--- src/rtl/traffic_intersection_pkg.sv ---
// Shared state encoding and lamp patterns for the N-approach intersection controller.
package traffic_pkg;

   typedef enum logic [2:0] {
      PROG,
      FLASH,
      GREEN,
      YELLOW,
      ALLRED
   } state_t;

   localparam logic [2:0] LED_GREEN  = 3'b100;
   localparam logic [2:0] LED_YELLOW = 3'b010;
   localparam logic [2:0] LED_RED    = 3'b001;
   localparam logic [2:0] LED_OFF    = 3'b000;

endpackage

--- src/rtl/traffic_intersection_if.sv ---
// Operator/control inputs and lamp/status outputs of the intersection controller.
interface traffic_intersection_if #(
   parameter int N_APPR = 4
);
   localparam int PH_W = $clog2(N_APPR);

   logic                  attention;
   logic [N_APPR-1:0]     preferential;
   logic                  preset;
   logic                  preset_add;
   logic                  force_red;
   logic [3*N_APPR-1:0]   leds;
   logic                  lgreen;
   logic [PH_W-1:0]       phase;

   modport master (
      output attention, preferential, preset, preset_add, force_red,
      input  leds, lgreen, phase
   );

   modport slave (
      input  attention, preferential, preset, preset_add, force_red,
      output leds, lgreen, phase
   );
endinterface

--- src/rtl/traffic_intersection_phase_timer.sv ---
// Phase duration down-counter: load wins, hold freezes, otherwise counts down to zero and stops.
// Latency: done reflects the count registered on the previous edge.
// Backpressure: none; the controller reloads it on every state change.
module tl_phase_timer #(
   parameter int CNT_W = 8
) (
   input  logic             clk,
   input  logic             load,
   input  logic [CNT_W-1:0] load_val,
   input  logic             hold,
   output logic             done
);
   logic [CNT_W-1:0] cnt;

   // No own reset: the controller asserts load while its reset is active.
   always_ff @(posedge clk) begin
      if (load) begin
         cnt <= load_val;
      end else if (!hold && (cnt != '0)) begin
         cnt <= cnt - CNT_W'(1);
      end
   end

   assign done = (cnt == '0);
endmodule

--- src/rtl/traffic_intersection.sv ---
// Round-robin N-approach signal controller with preferential green, programmable extension, attention flash and force-red.
// Latency: all outputs registered; a sampled input takes effect on the lamps one cycle later.
// Backpressure: none; inputs are levels (preset_add is edge-detected) and every state is always accepted.
module traffic_intersection
   import traffic_pkg::*;
#(
   parameter int N_APPR         = 4,
   parameter int CNT_W          = 8,
   parameter int GREEN_CYC      = 60,
   parameter int PREF_GREEN_CYC = 80,
   parameter int YELLOW_CYC     = 6,
   parameter int CLR_CYC        = 4,
   parameter int FLASH_HALF     = 3,
   parameter int PRESET_STEP    = 20,
   parameter int PRESET_MAX     = 8
) (
   input  logic                  clk,
   input  logic                  rst,
   traffic_intersection_if.slave bus
);
   localparam int PH_W  = $clog2(N_APPR);
   localparam int EXT_W = $clog2(PRESET_MAX + 1);

   if (PREF_GREEN_CYC + PRESET_MAX * PRESET_STEP > 2**CNT_W - 1) begin : g_cnt_w_chk
      $error("CNT_W too narrow for the longest extended green");
   end
   if (N_APPR < 2 || N_APPR > 8) begin : g_n_appr_chk
      $error("N_APPR must be in 2..8");
   end

   state_t              state, state_nxt;
   logic [PH_W-1:0]     phase, phase_nxt;
   logic                flash_on, flash_nxt;
   logic                restart, restart_nxt;
   logic [EXT_W-1:0]    ext, ext_nxt;
   logic                add_q, add_acc;
   logic [3*N_APPR-1:0] leds, leds_nxt;
   logic                lgreen;
   logic                tmr_load, tmr_hold, tmr_done;
   logic [CNT_W-1:0]    tmr_val;
   logic [2:0]          lamp;

   function automatic logic [CNT_W-1:0] green_len(input logic pref_bit, input logic [EXT_W-1:0] e);
      logic [CNT_W-1:0] base;
      base = pref_bit ? CNT_W'(PREF_GREEN_CYC) : CNT_W'(GREEN_CYC);
      return base + CNT_W'(e) * CNT_W'(PRESET_STEP);
   endfunction

   tl_phase_timer #(.CNT_W(CNT_W)) u_timer (
      .clk      (clk),
      .load     (tmr_load),
      .load_val (tmr_val),
      .hold     (tmr_hold),
      .done     (tmr_done)
   );

   assign add_acc  = (state == PROG) && bus.preset && bus.preset_add && !add_q
                     && (ext < EXT_W'(PRESET_MAX));
   assign tmr_hold = (state_nxt == PROG);

   // Timer is loaded with duration-1 on the edge that enters a state, so that state shows for exactly duration cycles.
   always_comb begin
      state_nxt   = state;
      phase_nxt   = phase;
      flash_nxt   = flash_on;
      restart_nxt = restart;
      ext_nxt     = ext;
      tmr_load    = 1'b0;
      tmr_val     = '0;

      if (bus.preset) begin
         state_nxt = PROG;
         if (state != PROG) begin
            ext_nxt = '0;
         end else if (add_acc) begin
            ext_nxt = ext + EXT_W'(1);
         end
      end else if (state == PROG) begin
         state_nxt   = GREEN;
         phase_nxt   = '0;
         restart_nxt = 1'b0;
         tmr_load    = 1'b1;
         tmr_val     = green_len(bus.preferential[0], ext) - CNT_W'(1);
      end else if (bus.attention) begin
         state_nxt = FLASH;
         if ((state != FLASH) || tmr_done) begin
            flash_nxt = (state == FLASH) ? ~flash_on : 1'b0;
            tmr_load  = 1'b1;
            tmr_val   = CNT_W'(FLASH_HALF - 1);
         end
      end else begin
         case (state)
            FLASH: begin
               state_nxt   = ALLRED;
               restart_nxt = 1'b1;
               tmr_load    = 1'b1;
               tmr_val     = CNT_W'(CLR_CYC - 1);
            end
            GREEN: begin
               if (bus.force_red || tmr_done) begin
                  state_nxt = YELLOW;
                  tmr_load  = 1'b1;
                  tmr_val   = CNT_W'(YELLOW_CYC - 1);
               end
            end
            YELLOW: begin
               if (tmr_done) begin
                  state_nxt = ALLRED;
                  tmr_load  = 1'b1;
                  tmr_val   = CNT_W'(CLR_CYC - 1);
               end
            end
            ALLRED: begin
               if (bus.force_red) begin
                  tmr_load = 1'b1;
                  tmr_val  = CNT_W'(CLR_CYC - 1);
               end else if (tmr_done) begin
                  state_nxt   = GREEN;
                  restart_nxt = 1'b0;
                  if (restart || (phase == PH_W'(N_APPR - 1))) begin
                     phase_nxt = '0;
                  end else begin
                     phase_nxt = phase + PH_W'(1);
                  end
                  tmr_load = 1'b1;
                  tmr_val  = green_len(bus.preferential[phase_nxt], ext) - CNT_W'(1);
               end
            end
            default: ;
         endcase
      end

      // The reset cycle itself shows dark lamps, hence the full green length here.
      if (!rst) begin
         tmr_load = 1'b1;
         tmr_val  = green_len(bus.preferential[0], '0);
      end
   end

   always_comb begin
      leds_nxt = '0;
      lamp     = LED_RED;
      for (int i = 0; i < N_APPR; i++) begin
         case (state_nxt)
            PROG:    lamp = LED_OFF;
            FLASH:   lamp = flash_nxt ? LED_YELLOW : LED_OFF;
            GREEN:   lamp = (PH_W'(i) == phase_nxt) ? LED_GREEN : LED_RED;
            YELLOW:  lamp = (PH_W'(i) == phase_nxt) ? LED_YELLOW : LED_RED;
            default: lamp = LED_RED;
         endcase
         leds_nxt[3*i +: 3] = lamp;
      end
   end

   always_ff @(posedge clk) begin
      if (!rst) begin
         state    <= GREEN;
         phase    <= '0;
         flash_on <= 1'b0;
         restart  <= 1'b0;
         ext      <= '0;
         add_q    <= 1'b0;
         leds     <= '0;
         lgreen   <= 1'b0;
      end else begin
         state    <= state_nxt;
         phase    <= phase_nxt;
         flash_on <= flash_nxt;
         restart  <= restart_nxt;
         ext      <= ext_nxt;
         add_q    <= bus.preset_add;
         leds     <= leds_nxt;
         lgreen   <= add_acc;
      end
   end

   assign bus.leds   = leds;
   assign bus.lgreen = lgreen;
   assign bus.phase  = phase;
endmodule

--- src/flat_wrapper.sv ---
// flat-port wrapper written by rule: the top's interface ports become plain ports
module traffic_intersection_flat import traffic_pkg::*;
#(
   parameter int N_APPR         = 4,
   parameter int CNT_W          = 8,
   parameter int GREEN_CYC      = 60,
   parameter int PREF_GREEN_CYC = 80,
   parameter int YELLOW_CYC     = 6,
   parameter int CLR_CYC        = 4,
   parameter int FLASH_HALF     = 3,
   parameter int PRESET_STEP    = 20,
   parameter int PRESET_MAX     = 8
)
  (clk, rst, bus_attention, bus_preferential, bus_preset, bus_preset_add, bus_force_red, bus_leds, bus_lgreen, bus_phase);
  traffic_intersection_if #(.N_APPR(N_APPR)) bus_i ();
  input  logic clk;
  input  logic rst;
  input wire logic [$bits(bus_i.attention)-1:0] bus_attention;
  input wire logic [$bits(bus_i.preferential)-1:0] bus_preferential;
  input wire logic [$bits(bus_i.preset)-1:0] bus_preset;
  input wire logic [$bits(bus_i.preset_add)-1:0] bus_preset_add;
  input wire logic [$bits(bus_i.force_red)-1:0] bus_force_red;
  output wire logic [$bits(bus_i.leds)-1:0] bus_leds;
  output wire logic [$bits(bus_i.lgreen)-1:0] bus_lgreen;
  output wire logic [$bits(bus_i.phase)-1:0] bus_phase;
  assign bus_i.attention = bus_attention;
  assign bus_i.preferential = bus_preferential;
  assign bus_i.preset = bus_preset;
  assign bus_i.preset_add = bus_preset_add;
  assign bus_i.force_red = bus_force_red;
  assign bus_leds = bus_i.leds;
  assign bus_lgreen = bus_i.lgreen;
  assign bus_phase = bus_i.phase;
  traffic_intersection #(.N_APPR(N_APPR), .CNT_W(CNT_W), .GREEN_CYC(GREEN_CYC), .PREF_GREEN_CYC(PREF_GREEN_CYC), .YELLOW_CYC(YELLOW_CYC), .CLR_CYC(CLR_CYC), .FLASH_HALF(FLASH_HALF), .PRESET_STEP(PRESET_STEP), .PRESET_MAX(PRESET_MAX)) u_core (.clk(clk), .rst(rst), .bus(bus_i));
endmodule
--- config.mk ---
export PLATFORM = sky130hd
export DESIGN_NAME = traffic_intersection_flat
export DESIGN_NICKNAME = d
export VERILOG_FILES = /design/src/rtl/traffic_intersection_pkg.sv /design/src/rtl/traffic_intersection_if.sv /design/src/rtl/traffic_intersection_phase_timer.sv /design/src/rtl/traffic_intersection.sv /design/src/flat_wrapper.sv
export SDC_FILE = /design/constraint.sdc
export NUM_CORES = 1
export LEC_CHECK = 0
export ABC_AREA = 1
export ABC_CLOCK_PERIOD_IN_PS = 3750
export BUFFER_PORTS_ARGS = -buffer_cell sky130_fd_sc_hd__buf_2
export CAP_MARGIN = 20
export CORE_ASPECT_RATIO = 1.4
export CORE_UTILIZATION = 45
export DETAILED_ROUTE_END_ITERATION = 10
export RECOVER_POWER = 25
export SLEW_MARGIN = 20
export SYNTH_ARGS = -nofsm -noshare
export SYNTH_HDL_FRONTEND = slang
export SYNTH_SLANG_ARGS = --single-unit
--- constraint.sdc ---
create_clock -name clk -period 3.75 [get_ports clk]
set_input_delay 0.5625 -clock clk [delete_from_list [all_inputs] [get_ports clk]]
set_output_delay 0.5625 -clock clk [all_outputs]
set_load 0.01 [all_outputs]
# Yosys cells after proc, flatten, opt, wreduce, memory -nomap -nowiden
# Index checks and enable logic that the tools add are counted.
# classes
n_reduce_logical	21
addsub	7
n_mux	71
multipliers	1
n_shift	0
n_div	0
eq_ne	15
order_cmp	2
n_bitwise	2
# ops
operator	count
$mux W8	8
$pmux W3 S4	5
$mux W2	20
$mux W3	12
$pmux W8 S4	1
$sub A8 B1 Y8 const B	3
$mux W1	18
$mux W7	2
$eq A3 B2 Y1 const B	4
$add A7 B8 Y8	1
$add A8 B8 Y8	1
$logic_not A8 Y1	1
$mux W4	2
$reduce_bool A8 Y1	1
$eq A3 B1 Y1 const B	2
$logic_not A3 Y1	2
$mul A4 B3 Y6 const B	1
$ne A3 B1 Y1 const B	2
$reduce_bool A3 Y1	2
$logic_and A1 B1 Y1	5
$reduce_and A5 Y1	1
$add A4 B1 Y4 const B	1
$eq A2 B2 Y1 const A	2
$lt A4 B4 Y1 const B	1
16 further kinds	21
# totals
output_inout_bits	15
input_bits	10
memories	0
latchBits	0
romBits	0
regBits	33
mem_bits_rw	0
word_cells	128

# Depth between registers and ports, before layout
# logic_depth
word_depth	22
mapped_depth	20
ltp_nobuf	20

# Hierarchy
# A second synthesis with hierarchy kept.
# unflattened
cells_unflattened	327
hier_area_um2	2374.8
# by_module_without_submodules
mod	seq_area_each_um2	n_inst	area_per_inst_um2	cells_each
traffic_intersection	500.5	1	1853.0	263
tl_phase_timer	240.2	1	521.8	64

# Least setup slack after synthesis
# No wires, ideal clock.
# synth_timing
path_type	reg-to-reg
startpoint	register u_core.phase[0] (netlist: u_core.bus.phase[0])
endpoint	register u_core.u_timer.cnt[7] (data pin)
arrival_time_ns	2.435
required_ns	3.498
path_stages_with_launch	21
period_less_slack_ns	2.687
n_path_buf	0
setup_ns	0.252
path_slack_ns	1.063
path_cell_list	dfxtp_1 -> ha_1 -> nor2_1 -> nand2_1 -> nand2_1 -> nand3_1 -> nand2_1 -> inv_1 -> ha_1 -> inv_1 -> ha_1 -> inv_1 -> fa_1 -> inv_1 -> nand4_1 -> nand2_1 -> nand2_1 -> nand3_1 -> nand2_1 -> nand2_1 -> nand2_1
# synth_between
elab_chain_cells	22
elab_cells_between_ends	23
cone_classes	3 x add/sub; 1 x eq/ne; 18 x mux; 1 x reduce/logical
# synth_lines
item	line_no	rtl
start, declared	traffic_intersection.sv:32	logic [PH_W-1:0] phase, phase_nxt;
start signal, assigned	traffic_intersection.sv:167	phase <= phase_nxt;
branches (longest 2 deep; another with $add A2 B1 Y2)	-	
$mux W2 (*)	traffic_intersection.sv:120	if (restart || (phase == PH_W'(N_APPR - 1))) begin
$mux W2 (*)	traffic_intersection.sv:117	end else if (tmr_done) begin
$mux W2 (*)	traffic_intersection.sv:114	if (bus.force_red) begin
$mux W2 (*)	traffic_intersection.sv:92	case (state)
$mux W2 (*)	traffic_intersection.sv:84	end else if (bus.attention) begin
$mux W2 (*)	traffic_intersection.sv:78	end else if (state == PROG) begin
$mux W2 (*)	traffic_intersection.sv:71	if (bus.preset) begin
(+5 left out)	-	
$mux W8 (*)	traffic_intersection.sv:117	
$mux W8 (*)	traffic_intersection.sv:114	
$pmux W8 S4 (*)	traffic_intersection.sv:92	
$mux W8 (*)	traffic_intersection.sv:84	
$mux W8 (*)	traffic_intersection.sv:78	
$mux W8 (*)	traffic_intersection.sv:71	
$mux W8 (*)	traffic_intersection.sv:134	if (!rst) begin
$mux W8 (*)	traffic_intersection_phase_timer.sv:17	if (load) begin
end signal, assigned	traffic_intersection_phase_timer.sv:18	cnt <= load_val;
end signal, assigned	traffic_intersection_phase_timer.sv:20	cnt <= cnt - CNT_W'(1);
end, declared	traffic_intersection_phase_timer.sv:13	logic [CNT_W-1:0] cnt;
# Every way passes the cells marked *. The select of a mux whose other input is x is not followed.
# A chain may end at the register's enable or synchronous reset.

# Final worst setup path
# Same ends and word-level chain as after synthesis.

==> results.sh <==
export IMPL_grt_pass1_wl_um=9315
export IMPL_ir_drop_mv=0.2109
export IMPL_io_buffers=24
export IMPL_wl_per_cell_um=13.41
export IMPL_setup_worst_path_end_class="register"
export IMPL_root_buffer="clkbuf_8"
export IMPL_worstPathRequired_ns=3.80
export IMPL_post_drt_via_cell_ratio=5.120
export IMPL_maxCapViolations=0
export IMPL_die_area_um2=5479
export IMPL_layout_commonest_cell="nand2_1"
export IMPL_power_switching_uw=277.1
export IMPL_clock_path_buffers=2
export IMPL_hold_viol=0
export IMPL_p_per_area_nw_per_um2=353.3
export IMPL_synth_cells=316
export IMPL_fp_dieW_um=62.85
export IMPL_die_h_um=87.18
export IMPL_start_util_pct=47.43
export IMPL_rsz0062_at_grt="no"
export IMPL_cp_start_kind="register"
export IMPL_slew_headroom_pct=53.77
export IMPL_fp_row_count=30
export IMPL_syn_area_um2=2332
export IMPL_grt_overflow_total=0
export IMPL_power_static_leakage_uw=0.001269
export IMPL_cts_buffers_inserted=5
export IMPL_clkSlewWorstSetupHoldPaths_ns=0.08
export IMPL_min_period_ns=2.948
export IMPL_cts_resized=0
export IMPL_fin_nets=374
export IMPL_dr_pass1_iters=4
export IMPL_status="complete, no violations"
export IMPL_final_setup_skew_ns=0.006586
export IMPL_coreArea_um2=4917
export IMPL_hold_buffers=0
export IMPL_min_path_type="input pin to register"
export IMPL_synth_main_ff_cell="dfxtp_1"
export IMPL_tns_ns=0
export IMPL_timing_final_crit_share_pct=78.62
export IMPL_synthArstFlopShare_pct=0
export IMPL_area_delta_synth_final_pct=11.80
export IMPL_clk_latency_ns=0.29
export IMPL_ant_nets=0
export IMPL_worstPathArrival_ns=3.00
export IMPL_grt_max_degree=17
export IMPL_avgSynthCellArea_um2=7.380
export IMPL_yosysUniqueCellTypes=36
export IMPL_place_congestion=0.8963
export IMPL_layout_common_cells="nand2_1, inv_1, nand3_1"
export IMPL_internal_power_uw=644.0
export IMPL_drive_gt1_share_pct=14.83
export IMPL_grtUsageTotal_pct=22.20
export IMPL_cts_sinks=33
export IMPL_yosysWarnings=0
export IMPL_fmax_mhz=339.2
export IMPL_drt_total_wl_um=5470
export IMPL_worstMarginPinSlew_ns=0.6888
export IMPL_power_share_clock_pct=35.9
export IMPL_p_sw_share_pct=30.08
export IMPL_crit_type="register to register"
export IMPL_antenna_found_initial=0
export IMPL_vias=2089
export IMPL_seqPwrFrac_pct=43.9
export IMPL_grt_pass1_vias=2011
export IMPL_cts_htree_levels=2
export IMPL_ios=25
export IMPL_synth_edff_count=8
export IMPL_post_cts_repair_setup_buffers=0
export IMPL_seq_area_frac_synth_pct=31.76
export IMPL_tritoncts="built"
export IMPL_fin_hold_ws_ns=0.4718
export IMPL_pwr_share_comb_pct=20.2
export IMPL_slew_viol_final=0
export IMPL_crit_fanout=4
export IMPL_synth_nets=347
export IMPL_antenna_cells=0
export IMPL_ys_ff_latch=33
export IMPL_drc=0
export IMPL_drt_first_iter_violations=88
export IMPL_place_hpwl_um=4318
export IMPL_setup_viol=0
==> cell usage after synthesis, types with 7 or more instances <==
cell	count	area, um^2
dfxtp_1	25	500.5
o21ai_1	7	35.03
a21oi_1	16	80.08
ha_1	18	225.2
xor2_1	8	70.07
inv_1	45	168.9
nand2_1	57	214.0
nor2_1	25	93.84
nor3_1	8	40.04
nand3_1	28	140.1
o21ai_0	12	60.06
nand4_1	7	43.79
inv_2	12	45.04
edfxtp_1	8	240.2
==> worst max-delay path, cell delays in order (launching register included) <==
cell and delay, ns:
dfxtp_1 0.35, ha_1 0.20, nor2_1 0.19, nand2_1 0.13, inv_1 0.08, nand3_1 0.09, nand2_1 0.13, inv_1 0.09
ha_1 0.27, inv_1 0.06, ha_1 0.15, inv_1 0.05, fa_1 0.35, inv_1 0.10, nand4_1 0.13, nand2_1 0.08
nand2_1 0.05, nand3_1 0.08, nand2_1 0.05, nand2_1 0.06, nand2_1 0.04
==> cell families (layout without fill, tap and decap cells) <==
logic type	after synthesis	count (layout)	synth area share [%]
AND/OR/NAND/NOR	144	144	30.20
adder cells (fa/ha/maj)	21	21	12.23
flip-flops	33	33	31.76
buffers and inverters	62	90	10.41
XOR/XNOR	11	11	4.131
AO/OA/AOI/OAI	45	45	11.27
==> layer usage <==
| layer | share of wire (%) | track usage [%] | wire, um |
|---|---|---|---|
| met1 | 42 | 25.22 | 2277 |
| met2 | 53 | 41.01 | 2901 |
| met3 | 2.9 | 3.141 | 160 |
| met4 | 2.4 | 9.725 | 131 |
| met5 | 0 | 0 | 0 |
==> flip-flops by register name, indices dropped and copies added, names as in the netlist <==
name	count
u_core.u_timer.cnt	8
u_core.bus.phase	2
u_core.flash_on	1
u_core.bus.leds	12
u_core.bus.lgreen	1
u_core.state	3
u_core.restart	1
u_core.ext	4
u_core.add_q	1
==> power by group through the flow <==
stage | clock network [uW] | registers (uW) | logic (uW)
6_report | 331 | 404 | 186
5_1_grt | 348 | 408 | 212
4_1_cts | 336 | 404 | 188
3_5_place_dp | 0 | 412 | 187
3_3_place_gp | 0 | 412 | 187
2_1_floorplan | 0 | 412 | 137
==> cell type report <==
type / count / area (um^2)
tap: 64 / 80.08
fill: 508 / 2310
multi-input combinational: 221 / 1349
inverter: 57 / 214.0
timing repair buffer: 25 / 110.1
sequential: 33 / 740.7
clock inverter: 1 / 6.256
clock buffer: 7 / 107.6
==> path summary, 6_finish.rpt <==
check	to	slack (ns)	depth (start not counted)	start
worst min-delay path	u_core.add_q	0.47	3	bus_preset_add
worst min register to register	u_core.restart	0.48	2	u_core.restart
worst max register to register	u_core.u_timer.cnt[7]	0.80	20	u_core.bus.phase[0]
worst max-delay path	u_core.u_timer.cnt[7]	0.80	20	u_core.bus.phase[0]
==> stage by stage <==
step / worst slack [ns] / util (%) / total power, uW / cell area [um^2] / cells
2_1_floorplan: 1.063 / - / 548.9 / 2332 / 316
3_3_place_gp: 0.8412 / 51.07 / 599.1 / 2511 / 400
3_5_place_dp: 0.8302 / 51.07 / 599.4 / 2511 / 400
4_1_cts: 0.8268 / 53.38 / 928.4 / 2625 / 408
5_1_grt: 0.4853 / 53.03 / 966.9 / 2608 / 408
6_report: 0.8016 / 53.03 / 921.1 / 2608 / 408
Power figures use the tool's default switching activity.
